**config.mk**
```make
export PLATFORM = sky130hd
export DESIGN_NAME = pipeline_hazard_ctrl
export DESIGN_NICKNAME = d
export VERILOG_FILES = /design/src/rtl/hazard_pkg.sv /design/src/rtl/fw_select.sv /design/src/rtl/pipeline_hazard_ctrl.sv
export SDC_FILE = /design/constraint.sdc
export NUM_CORES = 1
export LEC_CHECK = 0
export ABC_CLOCK_PERIOD_IN_PS = 3700
export CORE_MARGIN = 2
export CORE_UTILIZATION = 44
export DETAILED_ROUTE_END_ITERATION = 10
export GPL_ROUTABILITY_DRIVEN = 0
export PLACE_DENSITY = 0.87
export SLEW_MARGIN = 30
export SYNTH_ARGS = -nofsm -noshare
export SYNTH_HDL_FRONTEND = slang
export SYNTH_SLANG_ARGS = --single-unit
export TNS_END_PERCENT = 10
```
**constraint.sdc**
```tcl
create_clock -name clk -period 3.7 [get_ports clk]
set_input_delay 1.11 -clock clk [delete_from_list [all_inputs] [get_ports clk]]
set_output_delay 1.11 -clock clk [all_outputs]
set_load 0.01 [all_outputs]
```
**src/rtl/hazard_pkg.sv**
```systemverilog
// Shared encodings for the pipeline hazard controller.
//   state_e  : control FSM states, also driven out on o_state
//   fw_sel_e : ALU operand source select
package hazard_pkg;

   typedef enum logic [1:0] {
      ST_RUN    = 2'd0,
      ST_LSTALL = 2'd1,
      ST_DRAIN  = 2'd2,
      ST_HALTED = 2'd3
   } state_e;

   typedef enum logic [1:0] {
      FW_REG   = 2'b00,
      FW_EXMEM = 2'b01,
      FW_MEMWB = 2'b10
   } fw_sel_e;

   // Width of the load-stall / drain sequencing counter.
   localparam int unsigned NB_SEQ = 8;

endpackage

```
**src/rtl/fw_select.sv**
```systemverilog
// Forwarding select for one ALU operand.
//   i_src                   : source register of the EX instruction
//   i_rd_mem/i_regWrite_mem : EX/MEM destination and write enable
//   i_rd_wb/i_regWrite_wb   : MEM/WB destination and write enable
//   o_fw                    : 00 regfile, 01 EX/MEM, 10 MEM/WB
module fw_select
   import hazard_pkg::*;
#(
   parameter int unsigned NB_ADDR = 5
) (
   input  logic [NB_ADDR-1:0] i_src,
   input  logic [NB_ADDR-1:0] i_rd_mem,
   input  logic               i_regWrite_mem,
   input  logic [NB_ADDR-1:0] i_rd_wb,
   input  logic               i_regWrite_wb,
   output logic [1:0]         o_fw
);

   // EX/MEM holds the younger result, so it is checked last and wins.
   always_comb begin
      o_fw = FW_REG;
      if (i_regWrite_wb && (i_rd_wb != '0) && (i_rd_wb == i_src)) begin
         o_fw = FW_MEMWB;
      end
      if (i_regWrite_mem && (i_rd_mem != '0) && (i_rd_mem == i_src)) begin
         o_fw = FW_EXMEM;
      end
   end

endmodule

```
**src/rtl/pipeline_hazard_ctrl.sv**
```systemverilog
// Central hazard and pipeline control for the 5-stage core.
//   Inputs : ID/EX/MEM/WB register addresses and write/load flags, jump, halt, resume
//   Outputs: o_fw_a/o_fw_b operand selects; o_stall_pc, o_stall_ifid, o_bubble_idex,
//            o_flush_ifid stage strobes; o_halted, o_state; o_stall_cnt load-use
//            stall statistics (saturating).
module pipeline_hazard_ctrl
   import hazard_pkg::*;
#(
   parameter int unsigned NB_ADDR   = 5,
   parameter int unsigned NB_STAGES = 5,
   parameter int unsigned LOAD_LAT  = 1,
   parameter int unsigned NB_CNT    = 16
) (
   input  logic               clk,
   input  logic               i_rst_n,
   input  logic [NB_ADDR-1:0] i_rs_id,
   input  logic [NB_ADDR-1:0] i_rt_id,
   input  logic               i_uses_rs,
   input  logic               i_uses_rt,
   input  logic [NB_ADDR-1:0] i_rs_ex,
   input  logic [NB_ADDR-1:0] i_rt_ex,
   input  logic [NB_ADDR-1:0] i_rd_ex,
   input  logic               i_regWrite_ex,
   input  logic               i_memRead_ex,
   input  logic [NB_ADDR-1:0] i_rd_mem,
   input  logic               i_regWrite_mem,
   input  logic [NB_ADDR-1:0] i_rd_wb,
   input  logic               i_regWrite_wb,
   input  logic               i_jump_id,
   input  logic               i_halt_id,
   input  logic               i_resume,
   output logic               o_stall_pc,
   output logic               o_stall_ifid,
   output logic               o_bubble_idex,
   output logic               o_flush_ifid,
   output logic [1:0]         o_fw_a,
   output logic [1:0]         o_fw_b,
   output logic               o_halted,
   output logic [1:0]         o_state,
   output logic [NB_CNT-1:0]  o_stall_cnt
);

   state_e              state_q, state_d;
   logic [NB_SEQ-1:0]   seq_q, seq_d;
   logic [NB_CNT-1:0]   stall_cnt_q, stall_cnt_d;

   logic [1:0] fw_a, fw_b;
   logic       lu_hit;
   logic       hold;
   logic       flush;
   logic       lu_stall;

   fw_select #(.NB_ADDR(NB_ADDR)) u_fw_a (
      .i_src          (i_rs_ex),
      .i_rd_mem       (i_rd_mem),
      .i_regWrite_mem (i_regWrite_mem),
      .i_rd_wb        (i_rd_wb),
      .i_regWrite_wb  (i_regWrite_wb),
      .o_fw           (fw_a)
   );

   fw_select #(.NB_ADDR(NB_ADDR)) u_fw_b (
      .i_src          (i_rt_ex),
      .i_rd_mem       (i_rd_mem),
      .i_regWrite_mem (i_regWrite_mem),
      .i_rd_wb        (i_rd_wb),
      .i_regWrite_wb  (i_regWrite_wb),
      .o_fw           (fw_b)
   );

   // Only operands the ID instruction really reads can create a load-use hazard.
   always_comb begin
      lu_hit = i_memRead_ex && i_regWrite_ex && (i_rd_ex != '0) &&
               ((i_uses_rs && (i_rs_id == i_rd_ex)) ||
                (i_uses_rt && (i_rt_id == i_rd_ex)));
   end

   always_comb begin
      state_d     = state_q;
      seq_d       = seq_q;
      stall_cnt_d = stall_cnt_q;
      hold        = 1'b0;
      flush       = 1'b0;
      lu_stall    = 1'b0;
      unique case (state_q)
         ST_RUN: begin
            if (lu_hit) begin
               hold     = 1'b1;
               lu_stall = 1'b1;
               if (LOAD_LAT > 1) begin
                  state_d = ST_LSTALL;
                  seq_d   = NB_SEQ'(LOAD_LAT - 1);
               end
            end else if (i_halt_id) begin
               state_d = ST_DRAIN;
               seq_d   = NB_SEQ'(NB_STAGES - 2);
            end else begin
               flush = i_jump_id;
            end
         end
         ST_LSTALL: begin
            // A jump seen here is re-presented once ID unstalls.
            hold     = 1'b1;
            lu_stall = 1'b1;
            seq_d    = seq_q - NB_SEQ'(1);
            if (seq_q <= NB_SEQ'(1)) begin
               state_d = ST_RUN;
            end
         end
         ST_DRAIN: begin
            // HALT stays parked in IF/ID while older instructions retire.
            hold  = 1'b1;
            seq_d = seq_q - NB_SEQ'(1);
            if (seq_q <= NB_SEQ'(1)) begin
               state_d = ST_HALTED;
            end
         end
         ST_HALTED: begin
            hold = 1'b1;
            if (i_resume) begin
               // Drop the parked HALT; PC already points past it.
               flush   = 1'b1;
               state_d = ST_RUN;
            end
         end
         default: state_d = ST_RUN;
      endcase
      if (lu_stall && (stall_cnt_q != '1)) begin
         stall_cnt_d = stall_cnt_q + NB_CNT'(1);
      end
   end

   always_ff @(posedge clk or negedge i_rst_n) begin
      if (!i_rst_n) begin
         state_q     <= ST_RUN;
         seq_q       <= '0;
         stall_cnt_q <= '0;
      end else begin
         state_q     <= state_d;
         seq_q       <= seq_d;
         stall_cnt_q <= stall_cnt_d;
      end
   end

   // Combinational outputs are forced low while reset is held.
   always_comb begin
      o_stall_pc    = hold & i_rst_n;
      o_stall_ifid  = hold & i_rst_n;
      o_bubble_idex = hold & i_rst_n;
      o_flush_ifid  = flush & i_rst_n;
      o_fw_a        = i_rst_n ? fw_a : FW_REG;
      o_fw_b        = i_rst_n ? fw_b : FW_REG;
      o_halted      = (state_q == ST_HALTED) & i_rst_n;
      o_state       = state_q;
      o_stall_cnt   = stall_cnt_q;
   end

endmodule

```
==> run_results.csv <==
group,metric,value,unit
status,status,"finished, violations left",
status,violations,"negative setup slack",
drt,wirelength,5890,um
yosys,yosysUniqueCellTypes,45,
final_layout,nNetsFinal,372,
setup_path,slowest_delay,0.23,ns
yosys,ys_async_sr_fraction,100,%
worst_hold_path,min_from,"o_stall_cnt[6]$_DFFE_PN0P_",
setup_path,crit_path_start_kind,"input pin",
sta,finClkSkew,0.00708,ns
clock_network,clk_pin_slew,0.08,ns
sta,rsz0062_at_grt,"yes",
setup_path,slowest_stage,"a32o_1",
yosys,synthFlopType,"dfrtp_1",
setup_path,worst-path-buf-inv,4,
floorplanning,die_area,4770,um2
drt,drc,0,
sta,tightest_slew,0.369,ns
setup_path,worst_ep_arrival_time,2.64,ns
yosys,ys_seq_elements,26,
setup_path,crit_path_max_fanout,2,
sta,fin_ws,-0.0468,ns
drt,vias_per_cell,5.38,
setup_path,timing.rr.end,"o_state[0]$_DFFE_PN0P_",
setup_path,crit_required,2.59,ns
drt,post_drt_wl_per_cell,16.1,um
power,irDropWorstVdd,0.000452,V
worst_hold_path,hp-class,"reg -> reg",
power,power_leakage,1.42,nW
setup_path,ff2ff_setup_slack,1.31,ns
final_layout,diodes,0,
global_route,grt_overflow,0,
global_route,grt_pass1_vias,2035,
run,drv_cap,0,
yosys,synth_common_cells,"xnor2_1, dfrtp_1, nand2_1, xor2_1, nor2_1",
yosys,syn_nets,250,
floorplanning,start_util,46.2,%
sta,relSlewSlack,75.3,%
global_route,grt_pass1_wl,9400,um
final_layout,fillers,282,
power,powerDensity,459,nW/um2
final_layout,area_growth,67.5,%
clock_network,cts_buffers,3,
floorplanning,core_area,4030,um2
floorplanning,io_pins,73,
yosys,synth_area_leaders,"dfrtp_1, xnor2_1, xor2_1",
worst_hold_path,whs_path_depth,1,
power,power.total,0.00143,W
floorplanning,die-width,69.1,um
setup_path,reg2reg_depth,6,
sta,hold_viol,0,
sta,slew_violations,0,
setup_path,crit_type,"in -> out",
sta,post-route-period-util,101,%
clock_network,clock_path_buffers,2,
clock_network,cts_tree,"done",
floorplanning,std_cell_rows,23,
sta,setup_viol_count_final,1,
global_route,grt_usage,24.0,%
place,dp_hpwl,3950,um
yosys,yosys.area.top_type,"dfrtp_1",
yosys,synthCells,196,
clock_network,cts_root_buf,"clkbuf_8",
clock_network,clock_sinks,26,
setup_path,r2r-start,"seq_q[2]$_DFFE_PN0P_",
yosys,yosysMostFrequentCell,"xnor2_1",
clock_network,h-tree-depth,1,
drt,dr.pass1.iters,4,
setup_path,crit_top_cell,"buf_6",
global_route,antenna_found_initial,0,
yosys,synthesis.area,1860,um2
yosys,synth_edf_count,0,
final_layout,drive_gt1_share,28.2,%
drt,ant_nets,0,
floorplanning,die_h,69.1,um
yosys,netlist.area_leader.share,34.9,%
yosys,ys_seq_area_share,34.9,%
yosys,ys_warn_count,0,
global_route,grt_max_degree,32,
place,portBuffers,72,
drt,num_vias,1969,
sta,fmax,0.267,GHz
clock_network,clk_latency,0.27,ns
drt,drtIter0Drc,82,
worst_hold_path,min_to,"o_stall_cnt[6]$_DFFE_PN0P_",
setup_path,critPathTopFamily,"buffers and inverters",
sta,fin_hold_ws,0.501,ns
sta,finalSetupTns,-0.0468,ns
setup_path,crit_chain,"buf_6 -> buf_6 -> xnor2_4 -> nand4_1 -> buf_4 -> o22ai_4 -> nand2b_4 -> a32o_1 -> and3_1 -> buf_2",
yosys,postSynthAreaPerCell,9.50,um2
sta,post-route-min-period,3.75,ns
setup_path,endpoint_kind,"primary output",
==> state kept, by name (all words and copies together), names as in the netlist <==
| register | cells |
|---|---|
| o_stall_cnt | 16 |
| o_state | 2 |
| seq_q | 8 |
==> power by group <==
part	internal, W	total (W)	switching (W)	leakage [nW]
logic	0.000403	0.000813	0.000410	1.06
registers	0.000361	0.000460	0.0000991	0.336
clock network	0.0000729	0.000158	0.0000848	0.0216
total	0.000837	0.00143	0.000594	1.42
==> how the worst max path moves through the flow <==
| stage | slack, ns | depth (start not counted) | start | endpoint |
|---|---|---|---|---|
| after floorplan | 0.17 | 6 | i_rd_ex[1] | o_stall_ifid |
| after global placement | -0.69 | 6 | i_rd_mem[0] | o_fw_b[1] |
| after detailed placement | -0.73 | 6 | i_rd_mem[0] | o_fw_a[1] |
| after CTS | -0.02 | 8 | i_rt_id[0] | o_flush_ifid |
| after global routing | -0.10 | 9 | i_rs_id[4] | o_flush_ifid |
| final | -0.05 | 10 | i_rd_ex[3] | o_flush_ifid |
==> cell type report <==
type	count	area, um2	area share [%]
tap	50	62.6	2.01
multi-input combinational	160	1310	41.9
inverter	7	26.3	0.842
timing repair buffer	120	1030	33.1
sequential	26	651	20.9
clock buffer	3	41.3	1.32
==> routing by layer <==
layer	vias to the layer above	track usage, %	wire (um)
li1	940	-	-
met1	935	28.2	2220
met2	76	42.6	3100
met3	18	6.43	408
met4	0	6.75	167
met5	-	0	0
==> logic make-up (layout without fill, tap and decap cells) <==
kind of cell    Yosys count  count (layout)  synth area share [%]
compound gates           30              30                  12.4
buf+inv                  10             130                  2.49
xor+xnor                 44              44                  20.7
simple gates             73              73                  21.2
fa+ha+maj                 8               8                  5.38
flops                    26              26                  34.9
mux                       5               5                  2.89
==> repair_timing <==
action | in CTS | in global routing
gates cloned | 0 | 0
buffers inserted | 19 | 3
pin swaps | 19 | 10
hold buffers | 0 | 0
setup endpoints to repair | 9 | 31
resized for setup | 78 | 31
==> cells in the final DEF, fill, tap and decap left out, types with 4 or more instances in the layout <==
master / synthesis / layout
buf_2: 1 / 5
buf_4: 2 / 41
buf_6: 0 / 8
clkbuf_2: 0 / 7
clkdlybuf4s15_1: 0 / 4
clkdlybuf4s50_1: 0 / 33
dfrtp_1: 26 / 26
dlygate4sd2_1: 0 / 19
ha_1: 8 / 8
inv_1: 7 / 7
nand2_1: 15 / 15
nand3_1: 10 / 10
nand4_1: 7 / 7
nor2_1: 12 / 12
xnor2_1: 29 / 25
xor2_1: 15 / 15
==> per-stage QoR <==
stage               setup slack [ns]  std cells  cell area (um2)  util (%)
floorplan                      0.171        196             1860         -
global placement              -0.691        341             2820      70.0
detailed placement            -0.727        341             2820      70.0
CTS                          -0.0248        363             3030      75.2
global route                  -0.104        366             3120      77.4
finish                       -0.0468        366             3120      77.4
No activity file was read; power rests on OpenSTA's default activity.
